$ cat src/rtl/alu_issue_seq.sv
// Serial issue sequencer in front of a 16-bit ALU: accepts one instruction at a time,
// reads operands from a local register file, drives the ALU and writes the result back.
module alu_issue_seq #(
   parameter int REG_CNT = 8,
   parameter int ALU_LAT = 1
) (
   input  logic                       CLK,
   input  logic                       RST_n,
   input  logic                       InstrValid,
   output logic                       InstrReady,
   input  logic [3:0]                 InstrOp,
   input  logic [$clog2(REG_CNT)-1:0] InstrRd,
   input  logic [$clog2(REG_CNT)-1:0] InstrRs1,
   input  logic [$clog2(REG_CNT)-1:0] InstrRs2,
   input  logic                       InstrUseImm,
   input  logic [15:0]                InstrImm,
   input  logic                       InstrSetF,
   input  logic                       InstrCinMode,
   output logic                       AluEn,
   output logic [15:0]                AluA,
   output logic [15:0]                AluB,
   output logic [3:0]                 AluOpCode,
   output logic                       AluCin,
   input  logic [15:0]                AluResult,
   input  logic                       AluZero,
   input  logic                       AluCarry,
   input  logic                       AluOverflow,
   input  logic                       AluNegative,
   output logic [3:0]                 Flags,
   output logic                       Busy,
   output logic                       Done,
   input  logic [$clog2(REG_CNT)-1:0] DbgAddr,
   output logic [15:0]                DbgData
);

   localparam int AW = $clog2(REG_CNT);
   localparam int CW = (ALU_LAT > 1) ? $clog2(ALU_LAT) : 1;
   localparam logic [3:0] OP_SUB = 4'd1;

   localparam logic [1:0] ST_IDLE  = 2'd0;
   localparam logic [1:0] ST_ISSUE = 2'd1;
   localparam logic [1:0] ST_WAIT  = 2'd2;

   logic [1:0]    state_r;
   logic [1:0]    state_nxt_s;
   logic [CW-1:0] cnt_r;
   logic [15:0]   rf_r [REG_CNT];
   logic [3:0]    flags_r;
   logic [AW-1:0] rd_r;
   logic          setf_r;
   logic          alu_en_r;
   logic [15:0]   alu_a_r;
   logic [15:0]   alu_b_r;
   logic [3:0]    alu_op_r;
   logic          alu_cin_r;
   logic          done_r;
   logic          ready_r;
   logic          busy_r;
   logic          accept_s;
   logic          wb_s;
   logic [15:0]   opa_s;
   logic [15:0]   opb_s;
   logic          cin_s;

   // Next-state decode: accept in IDLE, writeback when the latency countdown expires
   always_comb begin
      state_nxt_s = state_r;
      accept_s    = 1'b0;
      wb_s        = 1'b0;
      case (state_r)
         ST_IDLE: begin
            if (InstrValid) begin
               accept_s    = 1'b1;
               state_nxt_s = ST_ISSUE;
            end else begin
               state_nxt_s = ST_IDLE;
            end
         end
         ST_ISSUE: begin
            state_nxt_s = ST_WAIT;
         end
         ST_WAIT: begin
            if (cnt_r == {CW{1'b0}}) begin
               wb_s        = 1'b1;
               state_nxt_s = ST_IDLE;
            end else begin
               state_nxt_s = ST_WAIT;
            end
         end
         default: begin
            state_nxt_s = ST_IDLE;
         end
      endcase
   end

   // Operand selection; r0 always reads as zero
   always_comb begin
      opa_s = 16'h0000;
      opb_s = 16'h0000;
      cin_s = 1'b0;
      if (InstrRs1 == {AW{1'b0}}) begin
         opa_s = 16'h0000;
      end else begin
         opa_s = rf_r[InstrRs1];
      end
      if (InstrUseImm) begin
         opb_s = InstrImm;
      end else if (InstrRs2 == {AW{1'b0}}) begin
         opb_s = 16'h0000;
      end else begin
         opb_s = rf_r[InstrRs2];
      end
      if (InstrCinMode) begin
         cin_s = flags_r[2];
      end else begin
         cin_s = (InstrOp == OP_SUB);
      end
   end

   // State, latency counter and handshake/status outputs
   always_ff @(posedge CLK or negedge RST_n) begin
      if (!RST_n) begin
         state_r  <= ST_IDLE;
         cnt_r    <= {CW{1'b0}};
         ready_r  <= 1'b1;
         busy_r   <= 1'b0;
         done_r   <= 1'b0;
         alu_en_r <= 1'b0;
      end else begin
         state_r  <= state_nxt_s;
         ready_r  <= (state_nxt_s == ST_IDLE);
         busy_r   <= (state_nxt_s != ST_IDLE);
         done_r   <= wb_s;
         alu_en_r <= accept_s;
         if (state_r == ST_ISSUE) begin
            cnt_r <= CW'(ALU_LAT - 1);
         end else if ((state_r == ST_WAIT) && (cnt_r != {CW{1'b0}})) begin
            cnt_r <= cnt_r - CW'(1);
         end else begin
            cnt_r <= cnt_r;
         end
      end
   end

   // ALU drive registers are loaded at accept and held until the next instruction
   always_ff @(posedge CLK or negedge RST_n) begin
      if (!RST_n) begin
         alu_a_r   <= 16'h0000;
         alu_b_r   <= 16'h0000;
         alu_op_r  <= 4'h0;
         alu_cin_r <= 1'b0;
         rd_r      <= {AW{1'b0}};
         setf_r    <= 1'b0;
      end else if (accept_s) begin
         alu_a_r   <= opa_s;
         alu_b_r   <= opb_s;
         alu_op_r  <= InstrOp;
         alu_cin_r <= cin_s;
         rd_r      <= InstrRd;
         setf_r    <= InstrSetF;
      end else begin
         alu_a_r   <= alu_a_r;
         alu_b_r   <= alu_b_r;
         alu_op_r  <= alu_op_r;
         alu_cin_r <= alu_cin_r;
         rd_r      <= rd_r;
         setf_r    <= setf_r;
      end
   end

   // Register file and flag writeback; writes to r0 are dropped but flags still update
   always_ff @(posedge CLK or negedge RST_n) begin
      if (!RST_n) begin
         for (int i = 0; i < REG_CNT; i++) begin
            rf_r[i] <= 16'h0000;
         end
         flags_r <= 4'h0;
      end else begin
         if (wb_s && (rd_r != {AW{1'b0}})) begin
            rf_r[rd_r] <= AluResult;
         end
         if (wb_s && setf_r) begin
            flags_r <= {AluZero, AluCarry, AluOverflow, AluNegative};
         end else begin
            flags_r <= flags_r;
         end
      end
   end

   assign InstrReady = ready_r;
   assign Busy       = busy_r;
   assign Done       = done_r;
   assign AluEn      = alu_en_r;
   assign AluA       = alu_a_r;
   assign AluB       = alu_b_r;
   assign AluOpCode  = alu_op_r;
   assign AluCin     = alu_cin_r;
   assign Flags      = flags_r;
   assign DbgData    = (DbgAddr == {AW{1'b0}}) ? 16'h0000 : rf_r[DbgAddr];

endmodule

$ cat config.mk
export PLATFORM = sky130hd
export DESIGN_NAME = alu_issue_seq
export DESIGN_NICKNAME = d
export VERILOG_FILES = /design/src/rtl/alu_issue_seq.sv
export SDC_FILE = /design/constraint.sdc
export NUM_CORES = 1
export LEC_CHECK = 0
export BUFFER_PORTS_ARGS = -buffer_cell sky130_fd_sc_hd__buf_2
export CORE_ASPECT_RATIO = 1.5
export CORE_MARGIN = 1
export CORE_UTILIZATION = 45
export DETAILED_ROUTE_END_ITERATION = 6
export PLACE_DENSITY_LB_ADDON = 0.15
export RECOVER_POWER = 100
export SYNTH_ARGS = -nofsm -noshare
export SYNTH_HDL_FRONTEND = slang
export SYNTH_SLANG_ARGS = --single-unit
$ cat constraint.sdc
create_clock -name CLK -period 1.9 [get_ports CLK]
set_input_delay 0.38 -clock CLK [delete_from_list [all_inputs] [get_ports CLK]]
set_output_delay 0.38 -clock CLK [all_outputs]
set_load 0.02 [all_outputs]
==> out/metrics.yaml <==
grt:
  grt_pass1_vias: 7456
  grt_pass1_wl_um: 42500
  grt_max_degree: 45
  overflow: 0
  grt_usage_pct: 28.5
  grt_antenna_before_repair: 0
clocking:
  clk_path_buf_depth: 2
  cts_tree: "yes"
  clkLatencyLatePin_ns: 0.44
  cts.htree.levels: 4
  cts-root-buf: "clkbuf_16"
  cts_inserted_buffers: 17
  clock-sinks: 163
  clk_pin_slew_ns: 0.07
synthesis:
  synth-edff-count: 0
  synth_cells: 739
  yosysWarnings: 0
  syn-cell-area_um2: 8860
  syn_nets: 797
  avgSynthCellArea_um2: 12.0
  yosysSeqAreaShare_pct: 46.1
  synth.distinct_cells: 39
  yosys.area.top_type: "dfrtp_1"
  synth_top_flop_cell: "dfrtp_1"
  synthTopCellsByArea: "dfrtp_1 (46%), mux2_2 (21%), mux2i_1 (6.0%)"
  synth-seq-cells: 163
  async_flop_share_pct: 100
  netlist.area_leader.share_pct: 45.8
timing:
  min_period_ns: 2.03
  relSlewSlack_pct: 18.7
  finalSetupViolCount: 16
  clock_skew_ns: 0.0116
  fin_crit_sh_pct: 107
  drv_slew: 0
  hold_slack_ns: 0.130
  finalWorstSetupSlack_ns: -0.128
  finalSetupTns_ns: -1.11
  rsz0062_at_grt: "true"
  tightest_slew_ns: 1.22
  hold_violations: 0
  max_freq_mhz: 493
power:
  power_density_nw_per_um2: 1420
  p_leak_uw: 0.00501
  vdd_drop_max_mv: 0.713
finish:
  regArea_um2: 4080
  layout-drive-gt1-share_pct: 46.0
  n_antenna_cell: 0
  finish.instance_area_um2: 11300
  fillers: 1669
  final_cell_count_no_fill: 1208
  nets: 997
  multi_input_area_um2: 4570
  area_growth_pct: 27.0
floorplan:
  fp.coreArea_um2: 19200
  die_area_um2: 20300
  initial_core_util_pct: 46.1
  die_h_um: 174
  die_w_um: 117
  io_pins: 119
  rows: 62
drt:
  wl_met1_um: 11300
  wl_met2_um: 13800
  highest_layer: "met4"
  drt_pass1_iterations: 7
  dr.first_iter.drc_count: 489
  vias: 7230
  drc_errors: 0
  wirelength_um: 27700
  wl_per_cell_um: 22.9
  via_per_inst: 5.99
  antenna_left: 0
  route.met3.wl_um: 1710
worst_setup_path:
  arrival_ns: 1.65
  cp_cell_sequence: "mux4_2 -> nand2_2 -> o21ai_2 -> buf_6"
  cpLargestDelayFamily: "multiplexers"
  slowest_stage: "mux4_2"
  crit_path_end_kind: "output port"
  worstPathRequired_ns: 1.52
  worstSetupPathType: "register to output port"
  crit_path_start_kind: "register"
  crit_fanout: 4
  path_buf_inv: 1
  critPathMaxStageDelay_ns: 0.51
placement:
  place_hpwl_um: 18200
  place.gp.congestion: 0.900
  place_ws_ns: -0.115
  dpl-instance-area_um2: 10300
  portBuffers: 118
  placed_cells: 1121
outcome:
  outcome: "finished with violations"
  violations: "setup timing"
worst_hold_path:
  min_path_type: "primary input to register"
job:
  drv_cap: 0
worst paths after layout:
check / from / to / slack, ns / depth (start not counted)
hold reg to reg: setf_r$_DFFE_PN0P_ / setf_r$_DFFE_PN0P_ / 0.47 / 2
setup reg to reg: state_r[0]$_DFF_PN0_ / rf_r[47]$_DFFE_PN0P_ / 0.06 / 5
max in group asynchronous: RST_n / InstrReady$_DFF_PN1_ / 0.22 / 3
min in group asynchronous: RST_n / rf_r[92]$_DFFE_PN0P_ / 0.72 / 2
setup / recovery: rf_r[20]$_DFFE_PN0P_ / DbgData[4] / -0.13 / 4
hold / removal: InstrRd[2] / rd_r[2]$_DFFE_PN0P_ / 0.13 / 3
per-stage QoR:
stage                     total power [µW]  util [%]
after global routing                 16800      58.5
after detailed placement             11700      53.5
after floorplan                       9870         -
final                                15900      58.5
after global placement               11500      53.5
after CTS                            15800      58.6
synth_stat cells (2+ instances only):
| master | n |
|---|---|
| buf_1 | 6 |
| dfrtp_1 | 162 |
| o221ai_1 | 16 |
| nand2b_1 | 3 |
| nor2_1 | 28 |
| mux4_2 | 17 |
| a221oi_1 | 6 |
| buf_2 | 17 |
| mux2_2 | 165 |
| inv_1 | 12 |
| nand2_1 | 58 |
| clkbuf_1 | 31 |
| mux2i_1 | 53 |
| nand3_1 | 3 |
| nor4_1 | 2 |
| nor2b_1 | 7 |
| a22oi_1 | 32 |
| o22a_1 | 9 |
| and2_1 | 2 |
| mux2_4 | 10 |
| o22ai_1 | 15 |
| o31a_1 | 8 |
| a221o_1 | 13 |
| a21oi_1 | 10 |
| o21ai_0 | 40 |
layout by cell type, fill, tap and decap left out, types with 20 or more instances in the layout:
cell      instances
nor2_1           28
clkbuf_1         50
mux2_2          165
buf_2            56
nand2_1          46
a22oi_1          25
dfrtp_1         162
buf_6            20
buf_4            92
mux2i_1          53
o21ai_0          25
registers in the layout, indices dropped and copies added, names as in the netlist:
register and cells:
Busy 1, setf_r 1, AluB 16, rd_r 3, Flags 4, AluCin 1, Done 1, AluOpCode 4
AluA 16, InstrReady 1, cnt_r 1, rf_r 112, state_r 2
report_power, final:
| part | total [µW] | switching, µW | internal (µW) | leakage [µW] |
|---|---|---|---|---|
| Sequential | 6230 | 1280 | 4960 | 0.00197 |
| Clock | 3250 | 1460 | 1790 | 0.000257 |
| Combinational | 6440 | 2910 | 3530 | 0.00279 |
worst register-to-register path, stage by stage (launching register included):
cell and delay [ns]:
dfrtp_1 0.43, nor3b_4 0.25, nor2b_1 0.23, and3_1 0.19, buf_6 0.24, mux2_2 0.38
layer usage:
layer  up-vias  GRT usage (%)
met5         -              0
met4         0           12.3
met3        67           5.24
met2       327           45.9
met1      3644           37.1
li1       3192              -
logic make-up (layout without fill, tap and decap cells):
family / Yosys count / in the layout / synth area share [%]
mux: 245 / 245 / 33.0
flops: 163 / 163 / 46.1
compound gates: 153 / 153 / 12.3
simple gates: 109 / 109 / 5.41
buf+inv: 69 / 282 / 3.29
repair_timing:
action                                  CTS  global route
hold buffers                              1             0
endpoints found under the hold margin    40             0
setup buffers                            43            11
endpoints found under the setup margin   16            17
gates resized for setup                  33            26
cloned                                    0             0
pin swaps                                11             5
layout make-up:
cell class,count,area share [%]
multi-input cells,507,40.7
flip-flops and latches,163,36.3
repair buffers,237,14.9
clock buffers,23,4.25
well taps,256,2.85
clock inverters,9,0.656
inverters,13,0.434
(Power assumes the default switching activity.)
